[src/rtl/seq_capture_fsm.sv]
// Serial bit-stream capture FSM: assembles WIDTH bits MSB first, compares against PATTERN,
// and reports the result on one-hot state LEDs and an active-low seven-segment digit.
module seq_capture_fsm #(
    parameter int               WIDTH   = 10,
    parameter logic [WIDTH-1:0] PATTERN = 10'b1010101010,
    parameter int               TIMEOUT = 64
) (
    input  logic             clk,
    input  logic             rst,
    input  logic             bit_in,
    input  logic             bit_valid,
    input  logic             switch_pause,
    input  logic             clear,
    output logic [WIDTH-1:0] captured,
    output logic             match,
    output logic             timeout_err,
    output logic [6:0]       seg_display,
    output logic [3:0]       led_state
);
    localparam int TW = $clog2(TIMEOUT + 1);

    typedef enum logic [1:0] {IDLE, SHIFT, CHECK, DONE} state_t;

    state_t           state;
    logic [WIDTH-1:0] shreg;
    logic [3:0]       bit_count;
    logic [TW-1:0]    tmo_cnt;
    logic             match_r;

    always_ff @(posedge clk or posedge rst) begin
        if (rst) begin
            state       <= IDLE;
            shreg       <= '0;
            bit_count   <= '0;
            tmo_cnt     <= '0;
            match_r     <= 1'b0;
            timeout_err <= 1'b0;
        end else if (clear) begin
            state       <= IDLE;
            shreg       <= '0;
            bit_count   <= '0;
            tmo_cnt     <= '0;
            match_r     <= 1'b0;
            timeout_err <= 1'b0;
        end else if (switch_pause) begin
            timeout_err <= 1'b0;
            case (state)
                IDLE: begin
                    if (bit_valid) begin
                        shreg     <= {shreg[WIDTH-2:0], bit_in};
                        bit_count <= 4'd1;
                        tmo_cnt   <= '0;
                        state     <= SHIFT;
                    end
                end
                SHIFT: begin
                    if (bit_valid) begin
                        shreg     <= {shreg[WIDTH-2:0], bit_in};
                        bit_count <= bit_count + 4'd1;
                        tmo_cnt   <= '0;
                        if (bit_count == 4'(WIDTH - 1))
                            state <= CHECK;
                    end else if (tmo_cnt == TW'(TIMEOUT - 1)) begin
                        // Abandon the partial word after TIMEOUT running cycles without a bit
                        state       <= IDLE;
                        shreg       <= '0;
                        bit_count   <= '0;
                        tmo_cnt     <= '0;
                        timeout_err <= 1'b1;
                    end else begin
                        tmo_cnt <= tmo_cnt + 1'b1;
                    end
                end
                CHECK: begin
                    match_r <= (shreg == PATTERN);
                    state   <= DONE;
                end
                default: ;
            endcase
        end
    end

    assign captured = shreg;
    assign match    = (state == DONE) && match_r;

    always_comb begin
        led_state = 4'b0001;
        case (state)
            IDLE:    led_state = 4'b0001;
            SHIFT:   led_state = 4'b0010;
            CHECK:   led_state = 4'b0100;
            DONE:    led_state = 4'b1000;
            default: led_state = 4'b0001;
        endcase
    end

    always_comb begin
        seg_display = 7'b1000000;
        if (state == DONE) begin
            seg_display = match_r ? 7'b0001100 : 7'b0001110;
        end else begin
            case (bit_count)
                4'h0: seg_display = 7'b1000000;
                4'h1: seg_display = 7'b1111001;
                4'h2: seg_display = 7'b0100100;
                4'h3: seg_display = 7'b0110000;
                4'h4: seg_display = 7'b0011001;
                4'h5: seg_display = 7'b0010010;
                4'h6: seg_display = 7'b0000010;
                4'h7: seg_display = 7'b1111000;
                4'h8: seg_display = 7'b0000000;
                4'h9: seg_display = 7'b0010000;
                4'hA: seg_display = 7'b0001000;
                4'hB: seg_display = 7'b0000011;
                4'hC: seg_display = 7'b1000110;
                4'hD: seg_display = 7'b0100001;
                4'hE: seg_display = 7'b0000110;
                4'hF: seg_display = 7'b0001110;
                default: seg_display = 7'b1000000;
            endcase
        end
    end
endmodule

[config.mk]
export PLATFORM = sky130hd
export DESIGN_NAME = seq_capture_fsm
export DESIGN_NICKNAME = d
export VERILOG_FILES = /design/src/rtl/seq_capture_fsm.sv
export SDC_FILE = /design/constraint.sdc
export NUM_CORES = 1
export LEC_CHECK = 0
export BUFFER_PORTS_ARGS = -buffer_cell sky130_fd_sc_hd__buf_4
export CORE_UTILIZATION = 30
export CTS_BUF_LIST = sky130_fd_sc_hd__clkbuf_16
export DETAILED_ROUTE_END_ITERATION = 16
export PLACE_DENSITY = 0.55
export SYNTH_ARGS = -nofsm -noshare
export SYNTH_HDL_FRONTEND = slang
export SYNTH_SLANG_ARGS = --single-unit
[constraint.sdc]
create_clock -name clk -period 1.9 [get_ports clk]
set_input_delay 0.38 -clock clk [delete_from_list [all_inputs] [get_ports clk]]
set_output_delay 0.38 -clock clk [all_outputs]
set_load 0.02 [all_outputs]
# Word level (Yosys, flattened, before mapping)

Memories as Yosys holds them, arrays and structs flattened.
Cells that the tools add are included.
Widths: inputs -> output; s select.

Register bits after elaboration: 25
ROM bits: 112
Input port bits: 6
Output and inout bits: 23
Word-level logic and storage cells: 64
Memories: 1

Add/sub/neg operators: 2
Equality and inequality tests: 9
Multiplexer cells: 36
Reductions and logical operators: 10

Memories:

| name             | depth | width | read ports | clocked after Yosys merged registers in | write ports | line | source |
|---|---|---|---|---|---|---|---|
| (name not given) | 16    | 7     | 1          | 0                                       | 0           | 102  | `case (bit_count)` |

Operator list:

| cell                 | number |
|---|---|
| $mux 10              | 5 |
| $mux 7               | 6 |
| $mux 4               | 5 |
| $pmux 10 s2          | 1 |
| $pmux 4 s4           | 1 |
| $mux 2               | 7 |
| $pmux 7 s2           | 1 |
| $eq 10x10->1 const B | 1 |
| $mux 1               | 8 |
| $ne 4x4->1 const B   | 2 |
| $pmux 4 s2           | 1 |
| $add 7x1->7 const B  | 1 |
| $eq 7x6->1 const B   | 1 |
| $pmux 2 s3           | 1 |
| $reduce_and 5->1     | 1 |
| $add 4x1->4 const B  | 1 |
| $eq 2x2->1 const B   | 2 |
| $eq 4x4->1 const B   | 1 |
| $reduce_and 4->1     | 1 |
| $reduce_bool 2->1    | 2 |
| $reduce_bool 4->1    | 1 |
| $ne 3x3->1 const B   | 1 |
| $reduce_and 3->1     | 1 |
| $reduce_bool 3->1    | 1 |
| 4 further kinds      | 4 |

# Longest topological paths before layout

Depth after elaboration: 6
Depth in mapped cells: 9
Depth with buffers taken out: 6

# Worst setup path after synthesis

No wires, ideal clock.

Path type: register to output
Start: reg bit_count[1]
End: out seg_display[0]
Arrival: 1.562 ns
Data required time: 1.520 ns
Path slack: -0.042 ns
Stages on the path, launching flop included: 6
Path buffers: 0
Cell sequence: dfrtp_1 inv_1 ha_1 nand2_1 and3_1 a311oi_1

Longest elaborated chain between the ends: 2

Ends and longest elaborated chain:

| element                  | line | source |
|---|---|---|
| start: declaration       | 26   | `logic [3:0] bit_count;` |
| start signal: assignment | 59   | `bit_count <= bit_count + 4'd1;` |
| $mem_v2 16x7             | -    |  |
| $mux 7                   | 99   | `if (state == DONE) begin` |
| end: declaration         | 17   | `output logic [6:0] seg_display,` |

No other way between the ends.

# Worst setup path after layout

Start: reg bit_count[1]
End: out seg_display[3]

The elaborated chain is that of the path after synthesis.

==> impl_metrics.yaml <==
status:
  status: "complete, but fails checks"
  violations: "setup timing"
place:
  gp_routability_congestion: 0.7554
  dp.final_hpwl_mm: 2.785
  numPortBuffers: 28
synthesis:
  yosys.area.top_type: "dfrtp_1"
  netlist.area_leader.share_pct: 36.87
  synth_area_mm2: 0.001697
  ys_seq_elements: 25
  synth-warning-count: 0
  syn_nets: 194
  syn_inst: 178
  post-synth-top-count-cell: "dfrtp_1"
  avgSynthCellArea_um2: 9.532
  yosys_most_used_dff: "dfrtp_1"
  synth.area.top_cells: "dfrtp_1 (37%), ha_1 (7.4%), nor4b_1 (5.7%)"
  synth_cell_type_count: 54
  yosysSeqAreaShare_pct: 36.87
  async_flop_share_pct: 100.0
  synth_edf_count: 0
  synthTopCellsByCount: "dfrtp_1 (25), nand2_1 (17), a21o_1 (11), nor4b_1 (11), ha_1 (10)"
layout:
  antenna_cells: 0
  nets: 234
  post-route-util_pct: 41.11
  drive_above_1_share_pct: 36.41
  syn2layout_area_growth_pct: 32.60
clock_tree:
  cts_tree: "built"
  clock_sinks: 25
  cts_buffers: 3
  htreeDepth: 1
  clkTransAtPathRegs_ps: 60
  clock_path_buffers: 2
  root_buffer: "clkbuf_16"
  clk_latency_ps: 260
  postCtsHoldBufs: 0
grt:
  grt_max_degree: 26
  grt_pass1_wl_mm: 6.734
  grt_usage_pct: 14.03
  grt_pass1_vias: 1355
  antenna_found_initial: 0
  grt-ovfl-total: 0
die:
  die_x_um: 77.20
  rows: 27
  fp.dieArea_mm2: 0.005960
  pin_count: 29
  core_mm2: 0.005473
  initial_core_util_pct: 31.00
  die_h_um: 77.20
route:
  vias: 1483
  drt_first_iter_violations: 47
  drt-total-wl_mm: 4.192
  firstDrtPassIters: 4
  routed.top_layer: "met4"
  met1Wirelength_mm: 1.984
  wl_per_cell_um: 14.51
  vias_per_cell: 5.131
  dr_wl_met2_mm: 2.023
  wl_met3_um: 153
  route.detailed.drc: 0
  ant_nets: 0
setup_path:
  r2r_start: "tmo_cnt[0]"
  reg2reg_depth: 6
  cp_max_fo: 4
  arrival_ps: 1550
  crit_required_ps: 1520
  start_kind: "flip-flop"
  end_kind: "output pin"
  crit_type: "reg -> out"
  startpoint: "bit_count[1]"
sta:
  setup-violations-final: 3
  layout_setup_ws_ps: -33.77
  finClkSkew_ps: 2.327
  finalHoldViolCount: 0
  period_minus_slack_ps: 1934
  final_max_slew_viol_count: 0
  max_freq_mhz: 517.1
  worst_pin_slew_ps: 382.8
  min_period_over_period_pct: 101.8
  slew_headroom_pct: 73.82
  rsz0062_at_grt: "true"
pwr:
  power_leakage_nw: 1.042
  peakVddDrop_mv: 0.3257
  p_per_area_mw_per_mm2: 587.8
  power_w: 0.001322
job:
  maxCapViolations: 0
hold_path:
  hold_class: "in -> async"
==> registers in the layout, summed over array words and instances (netlist names) <==
name	cells
timeout_err	1
match_r	1
tmo_cnt	7
captured	10
state	2
bit_count	4
==> area by class of cell <==
type	instances	area, um2
Fill cell	563	3223
Multi-Input combinational cell	131	1044
Sequential cell	25	629.4
Timing Repair Buffer	47	364.1
Tap cell	72	90.09
Clock buffer	3	75.07
Inverter	10	40.04
Clock inverter	1	7.507
==> final timing paths <==
kind | end | slack, ps
setup / recovery | seg_display[3] | -30
hold / removal | timeout_err | 170
setup reg to reg | bit_count[3] | 80
hold reg to reg | match_r | 510
max in group asynchronous | bit_count[0] | 1460
min in group clk | bit_count[2] | 410
==> worst max-delay path: stages (launching register included) <==
cell,delay [ps]
dfrtp_1,400
inv_2,120
buf_6,110
ha_4,190
o211a_1,200
o21ai_1,120
buf_4,150
==> logic make-up after synthesis <==
| logic type | synth area share [%] |
|---|---|
| DFF | 36.87 |
| and+or+nand+nor | 23.45 |
| AOI/OAI and AO/OA | 22.86 |
| xor gates and xnor gates | 0.5163 |
| buffers and inverters | 6.858 |
| adders and majority gates | 7.375 |
| muxes | 2.065 |
==> what timing repair did <==
item | CTS | global route
gates cloned | 0 | 1
pin swaps | 6 | 4
gates resized for setup | 16 | 10
setup buffers | 7 | 2
endpoints found under the setup margin | 6 | 18
hold endpoints to repair | 0 | 0
==> metrics by stage <==
step	std cells	hold WS, ps	TNS [ps]	area [um2]	setup WS, ps
after floorplan	178	407.3	0	1708	11.59
after global routing	289	193.4	-658.4	2250	-138.6
final	289	172.3	-72.40	2250	-33.77
after detailed placement	275	466.9	0	1997	68.42
after CTS	286	187.8	-44.18	2201	-23.09
after global placement	275	462.3	0	1997	79.21
==> power breakdown <==
group / switching (W) / leakage (nW) / internal [W]
registers: 0.0000133 / 0.343 / 0.000540
logic: 0.000162 / 0.662 / 0.000131
clock network: 0.000190 / 0.0371 / 0.000286
==> placed cells by master (no fill, tap or decap), drive strengths merged, types with 3 or more instances in the layout <==
| cell | instances |
|---|---|
| clkbuf | 3 |
| a31oi | 3 |
| nor2 | 7 |
| nor4b | 11 |
| buf | 47 |
| and2 | 5 |
| a211oi | 3 |
| dfrtp | 25 |
| inv | 10 |
| a21o | 11 |
| a21oi | 9 |
| o21ai | 10 |
| nand2 | 18 |
| nand3 | 4 |
| nand2b | 4 |
| ha | 10 |
==> routing by layer <==
metal,track usage (%),vias up
met5,0,-
met3,2.024,4
met4,3.774,0
met1,17.79,705
li1,-,736
met2,24.60,38
No activity file was read; power rests on OpenSTA's default activity.
